## config.mk

```make
export PLATFORM = sky130hd
export DESIGN_NAME = seven_seg_scan
export DESIGN_NICKNAME = d
export VERILOG_FILES = /design/src/rtl/seven_seg_pkg.sv /design/src/rtl/seven_seg_scan_hex7_decode.sv /design/src/rtl/seven_seg_scan.sv
export SDC_FILE = /design/constraint.sdc
export NUM_CORES = 1
export LEC_CHECK = 0
export CORE_ASPECT_RATIO = 1.75
export CORE_MARGIN = 4
export CORE_UTILIZATION = 40
export CTS_CLUSTER_DIAMETER = 100
export CTS_CLUSTER_SIZE = 40
export DETAILED_ROUTE_END_ITERATION = 7
export PLACE_DENSITY_LB_ADDON = 0.1
export RECOVER_POWER = 100
export SKIP_CTS_REPAIR_TIMING = 1
export SLEW_MARGIN = 20
export SYNTH_ARGS = -nofsm -noshare
export SYNTH_HDL_FRONTEND = slang
export SYNTH_SLANG_ARGS = --single-unit
```

## constraint.sdc

```tcl
create_clock -name clk -period 2.17 [get_ports clk]
set_input_delay 0.651 -clock clk [delete_from_list [all_inputs] [get_ports clk]]
set_output_delay 0.651 -clock clk [all_outputs]
set_load 0.02 [all_outputs]
```

## src/rtl/seven_seg_pkg.sv

```systemverilog
// Shared constants and helpers for the seven-segment scan driver.
// Segment byte layout is {dp,g,f,e,d,c,b,a}; the table is active-low.
package seven_seg_pkg;

  localparam logic [7:0] SEG_OFF = 8'hFF;

  // Entry n is the glyph for hex digit n (index 0 is the rightmost byte).
  localparam logic [15:0][7:0] HEX_SEG = {
    8'h8E, 8'h86, 8'hA1, 8'hC6, 8'h83, 8'h88, 8'h90, 8'h80,
    8'hF8, 8'h82, 8'h92, 8'h99, 8'hB0, 8'hA4, 8'hF9, 8'hC0
  };

  function automatic logic [7:0] seg_polarity(input logic [7:0] seg, input logic active_low);
    return active_low ? seg : ~seg;
  endfunction

endpackage

```

## src/rtl/seven_seg_scan_hex7_decode.sv

```systemverilog
// Combinational hex nibble + decimal point to active-low segment byte.
module hex7_decode
  import seven_seg_pkg::*;
(
  input  logic [3:0] nibble,
  input  logic       dp,
  output logic [7:0] seg
);

  assign seg = {HEX_SEG[nibble][7] & ~dp, HEX_SEG[nibble][6:0]};

endmodule

```

## src/rtl/seven_seg_scan.sv

```systemverilog
// Time-multiplexed N-digit seven-segment driver with double-buffered data.
// Optional LEADING_ZERO_BLANK_EN: suppress leading zero digits (digit 0 always shown).
module seven_seg_scan
  import seven_seg_pkg::*;
#(
  parameter int DIGITS     = 4,
  parameter int PRESCALE   = 50000,
  parameter int GUARD      = 64,
  parameter int ACTIVE_LOW = 1
) (
  input  logic                                         clk,
  input  logic                                         rst,
  input  logic [4*DIGITS-1:0]                          value,
  input  logic [DIGITS-1:0]                            dp_mask,
  input  logic [DIGITS-1:0]                            blank_mask,
  input  logic                                         load,
  output logic [7:0]                                   segment,
  output logic [DIGITS-1:0]                            an,
  output logic [((DIGITS > 1) ? $clog2(DIGITS) : 1)-1:0] digit_idx
);

  localparam int IDX_W = (DIGITS > 1) ? $clog2(DIGITS) : 1;
  localparam int CNT_W = (PRESCALE > 1) ? $clog2(PRESCALE) : 1;
  localparam logic AL = (ACTIVE_LOW != 0);
  localparam logic [DIGITS-1:0] AN_OFF = {DIGITS{AL}};
  localparam logic [7:0] SEG_IDLE = seg_polarity(SEG_OFF, AL);

  logic [CNT_W-1:0]             cnt;
  logic [IDX_W-1:0]             idx;
  logic [DIGITS-1:0][3:0]       sh_val;
  logic [DIGITS-1:0]            sh_dp;
  logic [DIGITS-1:0]            sh_blank;
  logic [DIGITS-1:0]            blank_eff;
  logic                         in_guard;
  logic [3:0]                   cur_nib;
  logic                         cur_dp;
  logic [7:0]                   dec_seg;
  logic [DIGITS-1:0]            an_sel;

  // Prescaler and scan counter: idx advances only on the cnt wrap.
  always_ff @(posedge clk) begin
    if (rst) begin
      cnt <= '0;
      idx <= '0;
    end else if (cnt == CNT_W'(PRESCALE - 1)) begin
      cnt <= '0;
      idx <= (idx == IDX_W'(DIGITS - 1)) ? '0 : idx + 1'b1;
    end else begin
      cnt <= cnt + 1'b1;
    end
  end

  assign digit_idx = idx;

  always_ff @(posedge clk) begin
    if (rst) begin
      sh_val   <= '0;
      sh_dp    <= '0;
      sh_blank <= '0;
    end else if (load) begin
      sh_val   <= value;
      sh_dp    <= dp_mask;
      sh_blank <= blank_mask;
    end
  end

`ifdef LEADING_ZERO_BLANK_EN
  logic [DIGITS-1:0] lz_next;
  logic [DIGITS-1:0] sh_lz;
  logic              lz_run;

  // Walk from the most significant digit down; stop at the first visible one.
  always_comb begin
    lz_next = '0;
    lz_run  = 1'b1;
    for (int i = DIGITS - 1; i >= 1; i--) begin
      if (lz_run && value[4*i +: 4] == 4'h0 && !dp_mask[i]) lz_next[i] = 1'b1;
      else lz_run = 1'b0;
    end
  end

  always_ff @(posedge clk) begin
    if (rst)       sh_lz <= '0;
    else if (load) sh_lz <= lz_next;
  end

  assign blank_eff = sh_blank | sh_lz;
`else
  assign blank_eff = sh_blank;
`endif

  generate
    if (GUARD == 0) begin : g_no_guard
      assign in_guard = 1'b0;
    end else begin : g_guard
      assign in_guard = 32'(cnt) < GUARD;
    end
  endgenerate

  assign cur_nib = sh_val[idx];
  assign cur_dp  = sh_dp[idx];
  assign an_sel  = DIGITS'(1) << idx;

  hex7_decode u_dec (
    .nibble (cur_nib),
    .dp     (cur_dp),
    .seg    (dec_seg)
  );

  always_ff @(posedge clk) begin
    if (rst || in_guard || blank_eff[idx]) begin
      segment <= SEG_IDLE;
      an      <= AN_OFF;
    end else begin
      segment <= seg_polarity(dec_seg, AL);
      an      <= AL ? ~an_sel : an_sel;
    end
  end

endmodule

```

## Yosys cells after proc, flatten, opt, wreduce, memory -nomap -nowiden

Memory sizes are Yosys's and may differ from the RTL's.
Index checks and enable logic that the tools add are counted.

| operators by class | value |
|---|---|
| add/sub/neg operators | 2 |
| multiply operators | 0 |
| div/mod/pow operators | 0 |
| order comparisons | 3 |
| eq/ne operators | 2 |
| shift operators | 1 |
| mux-type cells | 8 |
| bitwise operators | 3 |
| reductions and logical operators | 3 |

Operators by type and width:

| cell | number |
|---|---|
| adder 16 x 1 -> 16 bit, second input constant | 1 |
| equality test 16 bit, second input constant | 1 |
| < comparator 16 x 7 -> 1 bit, second input constant | 1 |
| binary-select mux 4 bit (select 2 bit) | 1 |
| two-way mux 8 bit | 1 |
| < comparator 4 x 5 -> 1 bit, second input constant | 1 |
| binary-select mux 1 bit (select 2 bit) | 2 |
| two-way mux 4 bit | 1 |
| inverter 4 bit | 1 |
| << shifter 1 x 2 -> 4 bit, first input constant | 1 |
| < comparator 2 x 3 -> 1 bit, second input constant | 1 |
| adder 2 x 1 -> 2 bit, second input constant | 1 |
| equality test 2 bit, second input constant | 1 |
| logical OR 1 bit | 2 |
| two-way mux 1 bit | 2 |
| two-way mux 2 bit | 1 |
| OR reduction 2 bit | 1 |
| AND 1 bit | 1 |
| inverter 1 bit | 1 |

| word-level totals | value |
|---|---|
| register bits | 54 |
| latch bits | 0 |
| RAM bits | 0 |
| ROM bits | 128 |
| output and inout port bits | 14 |
| memories | 1 |

Memory list:

| memory | depth | bits a word | read ports | clocked after Yosys merged registers in | wr ports | RTL line | text |
|---|---|---|---|---|---|---|---|
| (name not given) | 16 | 8 | 1 | 0 | 0 | seven_seg_scan_hex7_decode.sv:10 | `assign seg = {HEX_SEG[nibble][7] & ~dp, HEX_SEG[nibble][6:0]};` |

## Longest topological paths before layout

| logic depth | value |
|---|---|
| depth after elaboration | 5 |
| gate-level depth with buffers | 8 |
| gate-level depth less buffers | 7 |

## Cells and area by module

A second synthesis with hierarchy kept.

| second synthesis, totals | value |
|---|---|
| cell total of the unflattened synthesis | 243 |
| area total of the unflattened synthesis | 2431.1 µm² |

Modules (own cells, without submodules):

| module | instances | cells each | area an instance (µm²) |
|---|---|---|---|
| seven_seg_scan | 1 | 210 | 2152.1 |
| hex7_decode | 1 | 33 | 279.0 |

## Worst setup path before layout

Ideal clock, no wire load.

| timing | value |
|---|---|
| kind | flip-flop to flip-flop |
| start point | register idx[0], in the netlist digit_idx[0] |
| end point | register segment[0] |
| library setup time | 137 ps |
| arrival | 2172 ps |
| data required time | 2033 ps |
| path slack | -139 ps |
| stages on the path, launching flop included | 7 |
| path buffers | 1 |
| cell sequence | dfxtp_1 > buf_2 > mux4_2 > ha_1 > or3b_2 > o2111ai_1 > nand3_1 |

| on the way | value |
|---|---|
| cells in the longest elaborated chain, start to end | 4 |
| elaborated cells on any way between the ends | 7 |
| those cells by class | 5 x mux; 1 x reduce/logical; 1 x memory |

Ends and longest elaborated chain:

| item | RTL line | text |
|---|---|---|
| from (decl) | seven_seg_scan.sv:29 | `logic [IDX_W-1:0] idx;` |
| from (signal assigned) | seven_seg_scan.sv:47 | `idx <= (idx == IDX_W'(DIGITS - 1)) ? '0 : idx + 1'b1;` |
| binary-select mux 4 bit (select 2 bit) | seven_seg_scan.sv:100 | `assign cur_nib = sh_val[idx];` |
| two-way mux 4 bit (not written as such) | seven_seg_scan.sv:100 |  |
| memory read (16 x 8 bit) | n/a |  |
| two-way mux 8 bit | n/a |  |
| to (decl) | seven_seg_scan.sv:17 | `output logic [7:0] segment,` |

Several ways; a longest one is shown, not always the timed one. The select of a mux whose other input is x is not followed.
A chain may end at the register's enable or synchronous reset.

## Final worst setup path

| timing | value |
|---|---|
| start point | register cnt[10] |
| end point | register idx[0], in the netlist digit_idx[0] |

| on the way | value |
|---|---|
| cells in the longest elaborated chain, start to end | 1 |

Ends and longest elaborated chain:

| item | RTL line | text |
|---|---|---|
| from (decl) | seven_seg_scan.sv:28 | `logic [CNT_W-1:0] cnt;` |
| from (signal assigned) | seven_seg_scan.sv:49 | `cnt <= cnt + 1'b1;` |
| equality test 16 bit | seven_seg_scan.sv:45 | `end else if (cnt == CNT_W'(PRESCALE - 1)) begin` |

No other way between the ends.

==> impl_summary.log <==
[metrics] post-synthesis instance area: 2480 sq um
[metrics] die span in y: 112 microns
[metrics] worst-path fanout max: 4
[metrics] # clock sinks: 54
[metrics] Layout fillers: 545
[metrics] average via count per standard cell: 5.09
[metrics] Post-Route Hold Slack: 443 ps
[metrics] number of standard cells after synthesis: 250
[metrics] Min Clock Period, post-route: 2090 ps
[metrics] commonest cells after routing, fill and taps aside: dfxtp_1 (53), nor2_1 (39), mux2i_1 (29), clkdlybuf4s50_1 (25), dlygate4sd3_1 (15)
[metrics] post-synthesis share of cell area spent on xor and xnor gates: 4.59%
[metrics] starting utilization of the core area: 41.5%
[metrics] critical register-to-register path startpoint: cnt[10]
[metrics] setup_tns: 0 ps
[metrics] post-detail-place hpwl: 4290 microns
[metrics] Final nets: 331
[metrics] Lkg Pwr: 1.18 nW
[metrics] Post-synth ARST share: 0%
[metrics] Gate power share: 10.2%
[metrics] number of antenna diodes: 0
[metrics] Internal Power: 1.48 mW
[metrics] Worst Hold Endpoint: cnt[0]
[metrics] initial drt markers: 76
[metrics] most common library cell in the layout ignoring fill and taps: dfxtp_1
[metrics] die width: 67.5 microns
[metrics] WS Path Type: reg -> reg
[metrics] GP Congestion: 0.833
[metrics] transition at the pin with the smallest max-transition slack: 826 ps
[metrics] source-to-sink clock delay at the later pin of the worst-skew pair: 300 ps
[metrics] average footprint of a synthesized cell: 9.92 sq um
[metrics] slew margin rel.: 44.9%
[metrics] maximum vdd drop: 0.000367 V
[metrics] number of antenna-violating nets in the routed design: 0
[metrics] mean routed wirelength per cell: 14.7 microns
[metrics] detailed-router iteration count before antenna repair: 4
[metrics] number of buffers inserted by port buffering: 40
[metrics] total number of H-tree levels: 2
[metrics] # DRC: 0
[metrics] count of state elements after synthesis: 54
[metrics] power dissipated by switching net loads: 414 uW
[metrics] power per cell area: 609 nW/um^2
[metrics] logic depth of the worst register-to-register path: 4
[metrics] dominant combinational cell family by area after synthesis: multiplexers
[metrics] IO Pins: 41
[metrics] Setup-failing EPs final: 0
[metrics] Critical Path Sink Type: flip-flop
[metrics] simple-gate area share of the yosys netlist: 17.9%
[metrics] register area share after synthesis: 43.6%
[metrics] TritonCTS clock tree: built
[metrics] Synthesis Warnings: 0
[metrics] Max Cap Viol: 0
[metrics] pin count of the biggest net entering global routing: 25
[metrics] worst hold stages: 1
[metrics] count of pins over their slew limit: 0
[metrics] part of the power in registers: 55.2%
[metrics] number of placement rows: 37
[metrics] number of nets in the synthesized netlist: 288
[metrics] HP Start: cnt[0]
[metrics] data arrival time of the worst path: 2320 ps
[metrics] CORE AREA: 5970 sq um
[metrics] synthesized-area fraction occupied by ao, oa, aoi and oai cells: 5.60%
[metrics] fraction of layout cells with a size suffix above 1: 10.5%
[metrics] global-route wire length before repair: 8830 microns
[metrics] Max Clock Skew: 10.1 ps
[metrics] overall global routing resource usage: 15.3%
[metrics] final routed wirelength across all metal layers: 5470 microns
[metrics] multiplexer share of the synthesized area: 19.4%
[metrics] number of library cell types mapped by synthesis: 37
[metrics] number of global-route vias before repair: 1924
[metrics] area added between synthesis and finish: 25.1%
[metrics] result of the run: complete, no violations
[metrics] Max Root-Sink Buffers: 2
[metrics] top flip-flop cell by instance count after synthesis: dfxtp_1
[metrics] register-to-register setup slack: 80 ps
[metrics] RR Endpoint: digit_idx[0]
[metrics] CP Launch Type: flip-flop
[metrics] master cell of the clock root buffer: clkbuf_8
[metrics] count of flip-flops with a built-in enable after synthesis: 0
[metrics] Die Outline Area: 7580 sq um
[metrics] total count of hold-check failures in the final report: 0
[metrics] via count of the routed design: 1893
[metrics] clock-pin slew on the worst setup and hold paths: 100 ps
[metrics] power share of the clock group: 34.6%
[metrics] required time at the endpoint of the critical path: 2400 ps
[metrics] adder and majority gate portion of the synthesized area: 5.55%
[metrics] RSZ-0062 raised after global routing: false
[metrics] upper clock frequency limit: 477 MHz
[metrics] residual overflow from global routing: 0
[metrics] TritonCTS Buffers: 5
[metrics] antenna violations before repair: 0
[metrics] worst hold path class: reg -> reg
[metrics] period utilisation layout: 96.5%
[metrics] switching power share of the total: 21.9%
## flip-flops by register name (all words and copies together) (netlist names)
name / count
digit_idx: 2
sh_dp: 4
an: 4
sh_val: 16
blank_eff: 4
segment: 8
cnt: 16
## synth_stat cells (2+ instances only)
cell type	n	area, sq um
dfxtp_1	54	1080
a21oi_1	5	25.0
nor3_1	4	20.0
nand2_1	11	41.3
clkbuf_1	11	41.3
o21ai_0	5	25.0
o211ai_1	5	37.5
nand3_1	9	45.0
inv_1	8	30.0
ha_1	11	138
o2111ai_1	2	17.5
mux2i_1	29	290
mux4_2	6	135
or4_1	3	22.5
buf_2	2	10.0
or3_1	2	12.5
nor2_1	39	146
xnor2_1	6	52.6
or2_2	2	12.5
nand4_1	5	31.3
or4_4	2	22.5
xor2_1	7	61.3
mux2_2	5	56.3
and3_1	4	25.0
## cell type report
cell class	instances	area [sq um]	share of cell area [%]
well taps	78	97.6	3.15
clock inverters	1	30.0	0.968
multi-input cells	174	1310	42.1
inverters	8	30.0	0.968
flip-flops and latches	54	1080	34.9
clock buffers	7	76.3	2.46
repair buffers	50	479	15.4
## cells by family after synthesis
| logic type | count (synthesis) |
|---|---|
| xor+xnor | 13 |
| simple gates | 89 |
| compound gates | 21 |
| mux | 40 |
| buf+inv | 22 |
| flops | 54 |
| fa+ha+maj | 11 |
## per-stage QoR
| stage | utilization [%] | instance area, sq um | power [mW] | setup slack (ps) | instances |
|---|---|---|---|---|---|
| after floorplan | - | 2490 | 1.18 | 11.1 | 250 |
| after global routing | 52.0 | 3100 | 1.98 | 29.9 | 372 |
| final | 52.0 | 3100 | 1.89 | 75.0 | 372 |
| after CTS | 52.4 | 3130 | 1.93 | 111 | 372 |
| after global placement | 50.7 | 3030 | 1.27 | 167 | 364 |
| after detailed placement | 50.7 | 3030 | 1.27 | 140 | 364 |
## critical path: stages, from the launching register on
cell	delay (ps)
dfxtp_1	350
or4_1	560
or4_4	550
or4_1	410
a21oi_1	150
## how the worst max path moves through the flow
stage | from | endpoint | slack, ps
2_1_floorplan | digit_idx[0] | segment[0] | 10
3_3_place_gp | cnt[13] | digit_idx[0] | 170
3_5_place_dp | cnt[13] | digit_idx[0] | 140
4_1_cts | cnt[13] | digit_idx[0] | 110
5_1_grt | cnt[10] | digit_idx[0] | 30
6_report | cnt[10] | digit_idx[0] | 80
## power by group through the flow
stage / Sequential (mW) / Combinational (mW) / Clock, mW
after global routing: 1.05 / 0.212 / 0.717
after CTS: 1.05 / 0.200 / 0.680
after floorplan: 1.06 / 0.118 / 0
final: 1.04 / 0.192 / 0.655
after detailed placement: 1.07 / 0.199 / 0
after global placement: 1.07 / 0.198 / 0
## layer usage
layer | track usage, % | share of wire (%) | vias to the layer above
met1 | 15.4 | 37 | 885
met2 | 28.7 | 57 | 34
met5 | 0 | 0 | -
met4 | 7.59 | 3.3 | 0
li1 | - | - | 960
met3 | 2.60 | 2.7 | 14
(Power assumes the default switching activity.)
